**src/rtl/fetch.sv**
```systemverilog
`default_nettype none
// ============================================================================
//  Module   : fetch (plus fetch_pkg carrying the decode-facing struct)
//  Purpose  : Stage-1 instruction fetch. Owns the PC and issues word-aligned
//             requests on a valid/ready instruction-memory port, with one
//             request outstanding at a time. Fetched words go to decode as
//             f_out (instruction address) plus instr_dat_out. Redirects from
//             execute replace the PC, and any response that is already in
//             flight is discarded.
//  Ports    : clk, rst_n (async, active-low)
//             stall_in                   - downstream hold, outputs frozen
//             redirect_en/redirect_addr  - taken branch/jump from execute
//             imem_req_valid/ready/addr  - request channel (addr = PC)
//             imem_rsp_valid/data        - in-order responses
//             f_out, instr_dat_out       - instruction presented to decode
//             stall_out                  - 1 = outputs carry a bubble
//             perf_fetch_cnt/perf_bubble_cnt - only with FETCH_PERF_CNT_EN
//  Macro    : FETCH_PERF_CNT_EN adds wrapping valid/bubble load counters.
//  Revision : 1.0 - initial release
// ============================================================================
package fetch_pkg;
    typedef struct packed {
        logic [31:0] instr_addr;
    } f_d_WI;
endpackage

module fetch #(
    parameter logic [31:0] RESET_PC  = 32'h0000_0000,
    parameter logic [31:0] NOP_INSTR = 32'h0000_0013
) (
    input  logic              clk,
    input  logic              rst_n,
    input  logic              stall_in,
    input  logic              redirect_en,
    input  logic [31:0]       redirect_addr,
    output logic              imem_req_valid,
    input  logic              imem_req_ready,
    output logic [31:0]       imem_req_addr,
    input  logic              imem_rsp_valid,
    input  logic [31:0]       imem_rsp_data,
    output fetch_pkg::f_d_WI  f_out,
    output logic [31:0]       instr_dat_out,
    output logic              stall_out
`ifdef FETCH_PERF_CNT_EN
    ,
    output logic [31:0]       perf_fetch_cnt,
    output logic [31:0]       perf_bubble_cnt
`endif
);

    typedef enum logic [1:0] {
        S_REQ      = 2'd0,
        S_WAIT_RSP = 2'd1,
        S_HOLD     = 2'd2,
        S_DROP     = 2'd3
    } state_e;

    state_e      state_q, state_d;
    logic [31:0] pc_q, pc_d;
    logic [31:0] req_addr_q, req_addr_d;
    logic [31:0] hold_addr_q, hold_addr_d;
    logic [31:0] hold_data_q, hold_data_d;
    logic        hold_vld_q, hold_vld_d;
    logic [31:0] out_addr_q, out_addr_d;
    logic [31:0] out_data_q, out_data_d;
    logic        out_stall_q, out_stall_d;
    logic        req_valid;
    logic        req_fire;

    // Request valid per state; a redirect cycle never issues a request.
    always_comb begin
        req_valid = 1'b0;
        case (state_q)
            S_REQ:      req_valid = ~redirect_en;
            S_WAIT_RSP: req_valid = imem_rsp_valid & ~stall_in & ~redirect_en;
            default:    req_valid = 1'b0;
        endcase
    end

    assign req_fire       = req_valid & imem_req_ready;
    // State resets to REQ asynchronously, so valid must be masked during reset.
    assign imem_req_valid = req_valid & rst_n;
    assign imem_req_addr  = pc_q;

    always_comb begin
        state_d     = state_q;
        pc_d        = pc_q;
        req_addr_d  = req_addr_q;
        hold_addr_d = hold_addr_q;
        hold_data_d = hold_data_q;
        hold_vld_d  = hold_vld_q;
        out_addr_d  = out_addr_q;
        out_data_d  = out_data_q;
        out_stall_d = out_stall_q;

        if (redirect_en) begin
            pc_d        = redirect_addr & 32'hFFFF_FFFC;
            hold_vld_d  = 1'b0;
            out_data_d  = NOP_INSTR;
            out_stall_d = 1'b1;
            case (state_q)
                S_REQ:      state_d = req_fire ? S_DROP : S_REQ;
                S_WAIT_RSP: state_d = imem_rsp_valid ? S_REQ : S_DROP;
                S_HOLD:     state_d = S_REQ;
                // A stale response landing in the redirect cycle retires
                // the outstanding request; otherwise keep waiting for it.
                default:    state_d = imem_rsp_valid ? S_REQ : S_DROP;
            endcase
        end else begin
            case (state_q)
                S_REQ: begin
                    if (req_fire) begin
                        req_addr_d = pc_q;
                        pc_d       = pc_q + 32'd4;
                        state_d    = S_WAIT_RSP;
                    end
                    if (!stall_in) begin
                        out_data_d  = NOP_INSTR;
                        out_stall_d = 1'b1;
                    end
                end
                S_WAIT_RSP: begin
                    if (imem_rsp_valid) begin
                        if (stall_in) begin
                            hold_addr_d = req_addr_q;
                            hold_data_d = imem_rsp_data;
                            hold_vld_d  = 1'b1;
                            state_d     = S_HOLD;
                        end else begin
                            out_addr_d  = req_addr_q;
                            out_data_d  = imem_rsp_data;
                            out_stall_d = 1'b0;
                            if (req_fire) begin
                                req_addr_d = pc_q;
                                pc_d       = pc_q + 32'd4;
                            end else begin
                                state_d = S_REQ;
                            end
                        end
                    end else if (!stall_in) begin
                        out_data_d  = NOP_INSTR;
                        out_stall_d = 1'b1;
                    end
                end
                S_HOLD: begin
                    if (!stall_in) begin
                        if (hold_vld_q) begin
                            out_addr_d  = hold_addr_q;
                            out_data_d  = hold_data_q;
                            out_stall_d = 1'b0;
                        end else begin
                            out_data_d  = NOP_INSTR;
                            out_stall_d = 1'b1;
                        end
                        hold_vld_d = 1'b0;
                        state_d    = S_REQ;
                    end
                end
                default: begin
                    if (imem_rsp_valid) begin
                        state_d = S_REQ;
                    end
                    if (!stall_in) begin
                        out_data_d  = NOP_INSTR;
                        out_stall_d = 1'b1;
                    end
                end
            endcase
        end
    end

    always_ff @(posedge clk or negedge rst_n) begin
        if (!rst_n) begin
            state_q     <= S_REQ;
            pc_q        <= RESET_PC;
            req_addr_q  <= '0;
            hold_addr_q <= '0;
            hold_data_q <= '0;
            hold_vld_q  <= 1'b0;
            out_addr_q  <= '0;
            out_data_q  <= NOP_INSTR;
            out_stall_q <= 1'b1;
        end else begin
            state_q     <= state_d;
            pc_q        <= pc_d;
            req_addr_q  <= req_addr_d;
            hold_addr_q <= hold_addr_d;
            hold_data_q <= hold_data_d;
            hold_vld_q  <= hold_vld_d;
            out_addr_q  <= out_addr_d;
            out_data_q  <= out_data_d;
            out_stall_q <= out_stall_d;
        end
    end

    assign f_out.instr_addr = out_addr_q;
    assign instr_dat_out    = out_data_q;
    assign stall_out        = out_stall_q;

`ifdef FETCH_PERF_CNT_EN
    // The output registers load whenever stall_in is low or a redirect forces
    // a bubble; the loaded stall bit tells valid loads from bubble loads.
    logic out_load;
    assign out_load = ~stall_in | redirect_en;

    always_ff @(posedge clk or negedge rst_n) begin
        if (!rst_n) begin
            perf_fetch_cnt  <= '0;
            perf_bubble_cnt <= '0;
        end else if (out_load) begin
            if (out_stall_d) begin
                perf_bubble_cnt <= perf_bubble_cnt + 32'd1;
            end else begin
                perf_fetch_cnt <= perf_fetch_cnt + 32'd1;
            end
        end
    end
`endif

endmodule
`default_nettype wire

```
**config.mk**
```make
export PLATFORM = sky130hd
export DESIGN_NAME = fetch
export DESIGN_NICKNAME = d
export VERILOG_FILES = /design/src/rtl/fetch.sv
export SDC_FILE = /design/constraint.sdc
export NUM_CORES = 1
export LEC_CHECK = 0
export CORE_MARGIN = 2
export CORE_UTILIZATION = 48
export CTS_BUF_LIST = sky130_fd_sc_hd__clkbuf_8
export CTS_CLUSTER_DIAMETER = 50
export DETAILED_ROUTE_END_ITERATION = 10
export GPL_TIMING_DRIVEN = 0
export PLACE_DENSITY = 0.89
export RECOVER_POWER = 50
export SYNTH_ARGS = -nofsm -noshare
export SYNTH_HDL_FRONTEND = slang
export SYNTH_SLANG_ARGS = --single-unit
```
**constraint.sdc**
```tcl
create_clock -name clk -period 1.9 [get_ports clk]
set_input_delay 0.475 -clock clk [delete_from_list [all_inputs] [get_ports clk]]
set_output_delay 0.475 -clock clk [all_outputs]
set_load 0.05 [all_outputs]
```
==> out/metrics.cfg <==
[run_status]
status=finished with violations
violations=negative setup slack

[power]
cellLeakagePower_uw=0.00506
pwr-share-seq_pct=38.3
p_switching_uw=6810
combPwrFrac_pct=44.7
internal_power_uw=10000
powerDensity_nw_per_um2=1450
clockPowerShare_pct=17.0
sw_frac_of_total_pct=40.5
ir_drop_mv=0.757

[worst_setup_path]
required_ps=1420
startpoint_type=register
crit_arrival_ps=1760
crit_type=register to output port
crit_cells=5
cp_top_family=flip-flops
cpPeakStageDelay_ps=390
critPathBufInv=2
end_kind=output port
path_max_fanout=4
ff2ff_path_depth=8
cpMaxStageDelayCell=dfrtp_1
crit_chain=inv_2 -> ha_4 -> and3b_2 -> o211a_4 -> buf_6

[sta]
rsz0062_at_grt=true
fmax_mhz=448
final.setup.tns_ps=-11690
layout_min_cycle_time_ps=2230
slew_headroom_pct=32.9
period_share_pct=117
worstMarginPinSlew_ps=1010
drv_slew=0
skew_ps=21.5
hold_viol_final=0
setup_ws_ps=-330
setup_viol=111

[synth]
syn_avg_cell_area_um2=11.6
ys.flop_type=dfrtp_1
postSynthCellCount=722
synth_edf_count=0
async_flop_share_pct=100
ys_ff_latch=188
yosysWarnings=0
ys_types=48
synth_area_um2=8400
ys_seq_area_share_pct=56.1

[global_route]
grt_max_degree=111
antenna_found_initial=0
grt_util_all_layers_pct=25.1
grt_pass1_wl_um=35700
overflow=0
grt_pass1_vias=6836

[finish]
fillers=1179
multi_input_area_um2=3800
area_growth_pct=38.0
finish.utilization_pct=67.4
drive_gt1_share_pct=35.4
antenna_cells=0
final-seq-area_um2=4720
final_net_count=1019

[clock_tree]
cts_root_buffer=clkbuf_8
cts_tree=built
cts.path.max_buffers=2
cts_sinks=188
cts-buffers-inserted=17
holdBufCountCts=0
clkTransAtPathRegs_ps=100
htreeDepth=4
clock_latency_ps=480

[detailed_routing]
avgRoutedWirePerCell_um=20.5
viasPerCell=5.82
route.detailed.drc=0
via_count=6885
drtIter0Drc=697
ant_nets=0
drt-total-wl_um=24300
dr.pass1.iters=5

[floorplan]
dieArea_um2=18600
initial_core_util_pct=48.9
rows=48
fp.dieW_um=136
pin_count=168
die_h_um=136
core_area_um2=17200

[min_path]
hp-class=primary input to asynchronous set/reset pin

[place]
hpwl_um=14900
gp_congestion=0.802
io_buffers=160

[run]
maxCapViolCount=0

## cell families after synthesis
family / share of synthesized area (%)
DFF: 56.1
and+or+nand+nor: 10.4
AOI/OAI and AO/OA: 10.5
muxes: 16.7
buffers and inverters: 3.01
xor gates and xnor gates: 2.50
adders and majority gates: 0.745
other: 0.0447
## worst paths after layout
path / slack [ps] / to / startpoint
max: -330 / imem_req_valid / state_q[1]
min: 30 / f_out[18] / rst_n
max reg2reg: -250 / imem_req_addr[3] / state_q[0]
min reg2reg: 480 / instr_dat_out[16] / instr_dat_out[16]
max in group asynchronous: 320 / instr_dat_out[26] / rst_n
min in group clk: 410 / instr_dat_out[1] / redirect_en
## per-stage QoR
stage,cell area (um^2),hold slack (ps),cells,power (uW),worst slack [ps]
after global placement,10300,461,1110,12600,-8000
after CTS,11200,75.9,1164,16000,-280
after detailed placement,10400,470,1111,12900,-980
after global routing,11600,101,1182,17600,-374
after floorplan,8450,179,725,10700,-23.9
final,11600,33.8,1182,16800,-330
## synth_stat cells (4+ instances only)
master,count,area [um^2]
mux2i_1,32,320
nand2_1,62,233
buf_2,16,80.1
and4_1,5,43.8
buf_4,6,45.0
a31oi_1,4,25.0
o21ai_0,58,290
a22oi_1,29,218
inv_1,10,37.5
nor2b_1,7,43.8
ha_1,5,62.6
dfstp_2,4,105
and2_1,4,25.0
mux2_2,96,1080
and3_1,5,31.3
clkbuf_1,19,71.3
xnor2_1,11,96.3
xor2_1,13,114
nor2_1,44,165
buf_1,4,15.0
nand3_1,13,65.1
nand4_1,13,81.3
dfrtp_1,184,4600
a21oi_1,41,205
## flip-flops by register name, indices dropped and copies added (netlist names)
signal / count
hold_data_q: 32
stall_out: 1
instr_dat_out: 32
f_out: 30
hold_vld_q: 1
state_q: 2
hold_addr_q: 30
imem_req_addr: 30
req_addr_q: 30
## repair_timing
action / CTS / global route
gates cloned: 0 / 5
endpoints found under the setup margin: 268 / 197
hold endpoints to repair: 0 / 0
pin swaps: 17 / 18
gates resized for setup: 280 / 133
buffers inserted: 22 / 14
## power by group through the flow
| stage | sequential [uW] | combinational [uW] | clock (uW) |
|---|---|---|---|
| finish | 6440 | 7510 | 2850 |
| global route | 6610 | 7970 | 3060 |
| CTS | 6370 | 6790 | 2860 |
| detailed placement | 6460 | 6410 | 0 |
| global placement | 6360 | 6260 | 0 |
| floorplan | 7860 | 2860 | 0 |
## metal layers
layer / up-vias / wire length, um / part of all wire (%) / track usage (%)
li1: 2997 / - / - / -
met1: 3458 / 9660 / 40 / 32.0
met2: 328 / 11700 / 48 / 40.0
met3: 102 / 1620 / 6.7 / 5.63
met4: 0 / 1270 / 5.2 / 13.4
met5: - / 0 / 0 / 0
## cell usage in the layout (no fill, tap or decap), drive strengths merged, types with 5 or more instances in the layout
master	Yosys	routed
dfrtp	184	184
mux2	96	96
buf	26	86
clkdlybuf4s50	0	64
o21ai	63	63
nand2	62	62
nor2	44	44
dlygate4sd2	0	41
a21oi	41	41
clkdlybuf4s15	0	37
clkbuf	19	36
mux2i	32	32
a22oi	29	29
inv	10	16
nand3	15	15
nand4	13	13
xor2	13	13
xnor2	11	11
nor2b	7	7
and4	5	5
and3	5	5
nor4	5	5
ha	5	5
## cell type report
cell class | count | share of cell area [%]
Buffer | 43 | 3.59
Timing Repair Buffer | 202 | 16.4
Sequential cell | 188 | 40.8
Clock buffer | 19 | 2.26
Clock inverter | 13 | 1.40
Inverter | 11 | 0.367
Multi-Input combinational cell | 481 | 32.8
Tap cell | 225 | 2.43
## worst reg2reg max path: stages, from the launching register on
cell and delay [ps]:
dfrtp_1 440, inv_1 140, ha_2 270, nor2b_4 250
o21a_1 240, buf_6 180, buf_4 130, mux2i_1 200
o21ai_0 140
(Power assumes the default switching activity.)
